## config.mk

```make
export PLATFORM = sky130hd
export DESIGN_NAME = frame_sender
export DESIGN_NICKNAME = d
export VERILOG_FILES = /design/src/rtl/frame_sender.sv
export SDC_FILE = /design/constraint.sdc
export NUM_CORES = 1
export LEC_CHECK = 0
export CAP_MARGIN = 25
export CORE_MARGIN = 2
export CORE_UTILIZATION = 45
export CTS_CLUSTER_DIAMETER = 200
export CTS_CLUSTER_SIZE = 28
export DETAILED_ROUTE_END_ITERATION = 16
export PLACE_DENSITY = 0.66
export SLEW_MARGIN = 5
export SYNTH_ARGS = -nofsm -noshare
export SYNTH_HDL_FRONTEND = slang
export SYNTH_SLANG_ARGS = --single-unit
```

## constraint.sdc

```tcl
create_clock -name rx_clk -period 5.85 [get_ports rx_clk]
set_clock_uncertainty 0.1 [all_clocks]
set_input_delay 1.17 -clock rx_clk [delete_from_list [all_inputs] [get_ports rx_clk]]
set_output_delay 1.17 -clock rx_clk [all_outputs]
set_load 0.1 [all_outputs]
```

## src/rtl/frame_sender.sv

```systemverilog
// rtl/frame_sender.sv - Ethernet delay-test frame generator driving the MAC TX client byte port.
// Each frame carries a sequence number and the ts_cnt value latched at first-byte ack.
module frame_sender #(
  parameter logic [47:0] DST_MAC   = 48'hFFFFFFFFFFFF,
  parameter logic [47:0] SRC_MAC   = 48'h000A35000001,
  parameter logic [15:0] ETHERTYPE = 16'h88B5,
  parameter int          FRAME_LEN = 64,
  parameter int          IFG       = 12
) (
  input  logic        rx_clk,
  input  logic        reset,
  input  logic        start,
  output logic        busy,
  output logic        done,
  output logic [31:0] seq,
  output logic [31:0] tx_ts,
  output logic [7:0]  mac_tx_data,
  output logic        mac_tx_dvld,
  input  logic        mac_tx_ack,
  output logic        mac_tx_underrun
);
  typedef enum logic [1:0] {IDLE, WAIT_ACK, DATA, GAP} state_t;

  localparam logic [13:0] LAST_IDX = 14'(FRAME_LEN - 1);
  localparam logic [7:0]  GAP_INIT = 8'(IFG - 1);

  state_t       state_q, state_d;
  logic [13:0]  byte_cnt_q, byte_cnt_d;
  logic [7:0]   gap_cnt_q, gap_cnt_d;
  logic [31:0]  ts_cnt_q, ts_cnt_d;
  logic [31:0]  seq_q, seq_d;
  logic [31:0]  tx_ts_q, tx_ts_d;
  logic [7:0]   data_q, data_d;
  logic         dvld_q, dvld_d;
  logic         done_q, done_d;
  logic         busy_q, busy_d;
  logic [175:0] hdr;
  logic [13:0]  nxt_idx;
  logic [7:0]   nxt_byte;
  logic         last_byte;

  always_ff @(posedge rx_clk or posedge reset) begin
    if (reset) begin
      state_q    <= IDLE;
      byte_cnt_q <= '0;
      gap_cnt_q  <= '0;
      ts_cnt_q   <= '0;
      seq_q      <= '0;
      tx_ts_q    <= '0;
      data_q     <= '0;
      dvld_q     <= 1'b0;
      done_q     <= 1'b0;
      busy_q     <= 1'b0;
    end else begin
      state_q    <= state_d;
      byte_cnt_q <= byte_cnt_d;
      gap_cnt_q  <= gap_cnt_d;
      ts_cnt_q   <= ts_cnt_d;
      seq_q      <= seq_d;
      tx_ts_q    <= tx_ts_d;
      data_q     <= data_d;
      dvld_q     <= dvld_d;
      done_q     <= done_d;
      busy_q     <= busy_d;
    end
  end

  always_comb begin
    state_d = state_q;
    case (state_q)
      IDLE:     if (start) state_d = WAIT_ACK;
      WAIT_ACK: if (mac_tx_ack) state_d = DATA;
      DATA:     if (last_byte) state_d = GAP;
      GAP:      if (gap_cnt_q == 8'd0) state_d = IDLE;
      default:  state_d = IDLE;
    endcase
  end

  // Header bytes 0..21 in wire order; beyond that the pad byte is the low index bits.
  assign hdr       = {DST_MAC, SRC_MAC, ETHERTYPE, seq_q, tx_ts_q};
  assign nxt_idx   = byte_cnt_q + 14'd1;
  assign last_byte = (byte_cnt_q == LAST_IDX);

  always_comb begin
    if (nxt_idx < 14'd22) nxt_byte = hdr[8'd175 - {nxt_idx[4:0], 3'b000} -: 8];
    else                  nxt_byte = nxt_idx[7:0];
  end

  always_comb begin
    byte_cnt_d = byte_cnt_q;
    gap_cnt_d  = gap_cnt_q;
    seq_d      = seq_q;
    tx_ts_d    = tx_ts_q;
    data_d     = 8'd0;
    dvld_d     = 1'b0;
    done_d     = 1'b0;
    ts_cnt_d   = ts_cnt_q + 32'd1;
    busy_d     = (state_d != IDLE);
    case (state_q)
      IDLE: begin
        if (start) begin
          dvld_d     = 1'b1;
          data_d     = DST_MAC[47:40];
          byte_cnt_d = 14'd0;
        end
      end
      WAIT_ACK: begin
        dvld_d = 1'b1;
        if (mac_tx_ack) begin
          tx_ts_d    = ts_cnt_q;
          byte_cnt_d = nxt_idx;
          data_d     = nxt_byte;
        end else begin
          data_d = data_q;
        end
      end
      DATA: begin
        if (last_byte) begin
          done_d     = 1'b1;
          seq_d      = seq_q + 32'd1;
          byte_cnt_d = 14'd0;
          gap_cnt_d  = GAP_INIT;
        end else begin
          dvld_d     = 1'b1;
          data_d     = nxt_byte;
          byte_cnt_d = nxt_idx;
        end
      end
      GAP: begin
        if (gap_cnt_q != 8'd0) gap_cnt_d = gap_cnt_q - 8'd1;
      end
      default: ;
    endcase
  end

  assign busy            = busy_q;
  assign done            = done_q;
  assign seq             = seq_q;
  assign tx_ts           = tx_ts_q;
  assign mac_tx_data     = data_q;
  assign mac_tx_dvld     = dvld_q;
  assign mac_tx_underrun = 1'b0;
endmodule

```

### After elaboration in Yosys (flattened, before gate mapping)

Cells that the tools add are included.

* word-level logic and storage cells: 57
* register bits after elaboration: 131
* output and inout port bits: 76

* reductions and logical operators: 10
* equal/unequal tests: 8
* shift-type cells: 1
* muxes and demuxes: 22
* add/sub/neg operators: 5
* order comparisons: 1

Operators by type and width (count)
* $shiftx A183 B9 Y8: 1
* $add A32 B1 Y32 const B: 2
* $mux W8: 6
* $mux W14: 3
* $pmux W14 S3: 1
* $pmux W8 S3: 1
* $pmux W8 S2: 1
* $add A14 B1 Y14 const B: 1
* $eq A14 B6 Y1 const B: 1
* $lt A14 B5 Y1 const B: 1
* $logic_not A8 Y1: 1
* $mux W2: 4
* $ne A2 B2 Y1 const B: 4
* $pmux W2 S4: 1
* $reduce_bool A8 Y1: 1
* $sub A8 B1 Y8 const B: 1
* $sub A8 B8 Y8 const A: 1
* $reduce_and A3 Y1: 2
* $eq A2 B2 Y1 const B: 2
* $mux W1: 4
* $reduce_and A2 Y1: 2
* $reduce_bool A2 Y1: 2
* $pmux W1 S3: 1
* $reduce_bool A3 Y1: 1
* other kinds (2): 2

### Logic depth before layout (Yosys ltp)

* depth in word-level cells: 6
* gate-level depth with buffers: 13

### Least setup slack after synthesis

OpenSTA, ideal clock, no wires.

* path type: reg2reg
* from: register byte_cnt_q[0]
* to: register data_q[2], in the netlist mac_tx_data[2]
* setup slack: 2.332 ns
* buffers on the path: 5
* stages on the path, launching flop included: 14
* required time: 5.616 ns
* period minus slack after synthesis: 3.518 ns
* arrival time: 3.284 ns
* cells stage by stage: dfrtp_1 buf_2 buf_2 buf_2 inv_1 ha_1 ha_1 clkbuf_1 clkbuf_1 mux4_2 a211oi_1 a211oi_1 o2111ai_1 o211ai_1

* longest elaborated chain between the ends: 6
* elaborated cells on any way between the ends: 9

RTL lines
* start, declared: RTL line 28 `logic [13:0] byte_cnt_q, byte_cnt_d;`
* start signal, assigned: RTL line 56 `byte_cnt_q <= byte_cnt_d;`
* $add A14 B1 Y14: RTL line 81 `assign nxt_idx = byte_cnt_q + 14'd1;`
* $sub A8 B8 Y8: RTL line 85 `if (nxt_idx < 14'd22) nxt_byte = hdr[8'd175 - {nxt_idx[4:0], 3'b000} -: 8];`
* $shiftx A183 B9 Y8: RTL line 85
* $mux W8: RTL line 85
* $mux W8 (on tied branches): RTL line 118, 109
* $pmux W8 S3 *: RTL line 99 `case (state_q)`
* end signal, assigned: RTL line 61 `data_q <= data_d;`
* end, declared: RTL line 33 `logic [7:0] data_q, data_d;`

Every way passes the cells marked *; elsewhere a longest branch is shown, timed or not. The select of a mux whose other input is x is not followed.
A chain may end at the register's enable or synchronous reset.

### Worst setup path in the final report

Ends and elaborated chain as after synthesis.

==> run metrics <==
RR Startpoint byte_cnt_q[0]; asr flop ratio synth 100%; Final nets 718; fill count 1283; kind of critical path flip-flop to flip-flop; die area 0.0163 mm2; Overflow after GRT 0; CP cell instances buf_4 > inv_1 > ha_1 > ha_1 > mux4_2 > and2_1 > a211oi_1 > a211oi_1 > o2111ai_1 > o211ai_1; share of the synthesized area in the top cell type 47.7%; Post-synth top flop dfrtp_1; PD cells 387 mW/mm2; Synth Register Bits 131; FMAX 0.265 GHz; unrepaired setup endpoints after global routing false; row count 45; number of global-route vias before repair 5065; GRT Total Usage 22.4%; flop-to-flop setup slack 2070 ps; fin crit period 3780 ps; starting density of the core 45.5%; Multi-input gate area 0.00341 mm2; worst hold margin 383 ps; clock-pin slew on the worst setup and hold paths 60 ps; gate count of the mapped netlist 617; cell area after synthesis slightly below 0.007 mm2; # IOs 80; Max VDD drop 0.270 mV; Cell variety after synth 62; Register Area 0.00328 mm2; Hold Path Class flip-flop to flip-flop; Comb pwr share 33.8%; Psw 1270 uW; largest net degree at the start of global routing 48; cell taking the most area after synthesis dfrtp_1; Inserted Clock Buffers 17; vias 5209; setup bufs post-CTS 0; Internal Power 1980 uW; Setup crit end kind flip-flop; EDFF count, synth 0; htree depth 4; WP buf/inv 2; residual DRC count 0; Startpoint Class flip-flop; first-pass GRT wire length 28000 um; worst hold path startpoint ts_cnt_q[31]; overall die width 128 um; Final setup violation count 0; Worst Path Arrival 3970 ps; DRT iter0 DRCs 354; Reg power frac between 30% and 40%; Clk pwr share 33.1%; Wirelength per Cell roughly 19 um; Seq/Total Area, Yosys 47.7%; Post-Route WL 17200 um; Antenna Cells 0; die height 128 um; routability cong. 0.821; Num Clock Sinks approximately 130; Detailed Place HPWL 12400 um; CTS Hold Bufs 0; initial antenna violation count 0; Hold Violations, Final 0; mean area per synthesized cell 11.1 um2; Switching Fraction 39.1%; crit-path max FO 26; top area cells in the synthesized netlist dfrtp_1, xnor2_1, mux4_2; Clock Latency Late Sink around 430 ps; Area Overhead vs Synth 22.3%; Worst path slowest cell ha_1; Yosys warning count 0; Vias/cell 5.81; DRT Pass-1 Iters 6; most common cell in the netlist dfrtp_1; share of layout cells above drive strength 1 14.2%; most frequent cells after synthesis dfrtp_1, nand2_1, xnor2_1; WHS Endpoint ts_cnt_q[31]; Final period util 64.6%; Synth Net Count 638; status completed; LEAKAGE 0.00368 uW; CTS tree yes; DRT antenna net count 0; Req. time, crit path a little over 6000 ps; worst slew pin tran 1050 ps; hold path cells 1; Port-buffer cells 78; worst reg2reg path depth 10; setup_tns 0 ps; core area 0.0151 mm2; cell family with most CP delay adder cells; Slew headroom approximately 30%; post-CTS resize count 0; max incr delay on CP 870 ps; CTS root buf clkbuf_16; RR Endpoint mac_tx_data[2]; clock buffer depth 2; max-slew violations 0; number of max-cap violations 0
## layer usage
layer,routed length [um],GRT usage [%],up-vias
met2,8200,35.0,184
met1,7580,30.1,2618
li1,-,-,2380
met5,0,0,-
met4,375,7.89,0
met3,1030,6.45,27
## worst reg2reg max path, delay by kind of cell (launching register included)
family	cells	cell delay (ps)
buffers and inverters	2	520
adder cells (fa/ha/maj)	2	1470
AND/OR/NAND/NOR	1	170
multiplexers	1	400
AO/OA/AOI/OAI	4	680
flip-flops	1	320
## placed cells by master (no fill, tap or decap), types with 18 or more instances in the layout
cell type	instances
nand2_1	59
xor2_1	29
nor2_1	37
dfrtp_1	131
nand3_1	28
xnor2_1	45
mux2_2	31
clkdlybuf4s50_1	78
o21ai_0	22
inv_1	18
## power by group through the flow
stage | Sequential, uW | Clock, uW | Combinational [uW]
final | 1080 | 1080 | 1100
after global routing | 1090 | 1130 | 1170
after CTS | 1080 | 1090 | 1100
after detailed placement | 1090 | 0 | 1100
after global placement | 1090 | 0 | 1080
after floorplan | 1460 | 0 | 468
## cell type report
class / instances / area share (%)
clock inverters: 11 / 1.50
inverters: 19 / 0.878
multi-input cells: 446 / 40.6
clock buffers: 20 / 5.55
repair buffers: 82 / 9.65
flip-flops and latches: 131 / 39.0
well taps: 188 / 2.80
## worst max-delay path by stage
stage,startpoint,end,depth (start not counted)
finish,byte_cnt_q[0],mac_tx_data[2],10
floorplan,reset,busy,1
CTS,byte_cnt_q[0],mac_tx_data[4],10
detailed placement,mac_tx_ack,byte_cnt_q[12],7
global route,byte_cnt_q[0],mac_tx_data[0],10
global placement,mac_tx_ack,byte_cnt_q[12],7
## flip-flops by register name, indices dropped and copies added, names as in the netlist
register / flops
busy: 1
byte_cnt_q: 14
done: 1
gap_cnt_q: 8
mac_tx_data: 8
mac_tx_dvld: 1
seq: 32
state_q: 2
ts_cnt_q: 32
tx_ts: 32
## stage by stage
stage	setup WS [ps]	power (uW)	instance area [um2]	util [%]	instances
after floorplan	1080	1930	6870	-	617
after global placement	2180	2170	7810	51.8	866
after detailed placement	2090	2190	7810	51.8	866
after CTS	2100	3270	8410	55.7	897
after global routing	1830	3390	8410	55.7	897
final	2070	3250	8410	55.7	897
## cell families after synthesis
logic type,count (synthesis),synth area share (%)
other,1,0.0546
xor gates and xnor gates,74,9.43
DFF,131,47.7
adders and majority gates,17,3.09
buffers and inverters,40,2.62
AOI/OAI and AO/OA,86,8.85
and+or+nand+nor,217,17.2
muxes,51,11.1
No activity file was read; power rests on OpenSTA's default activity.
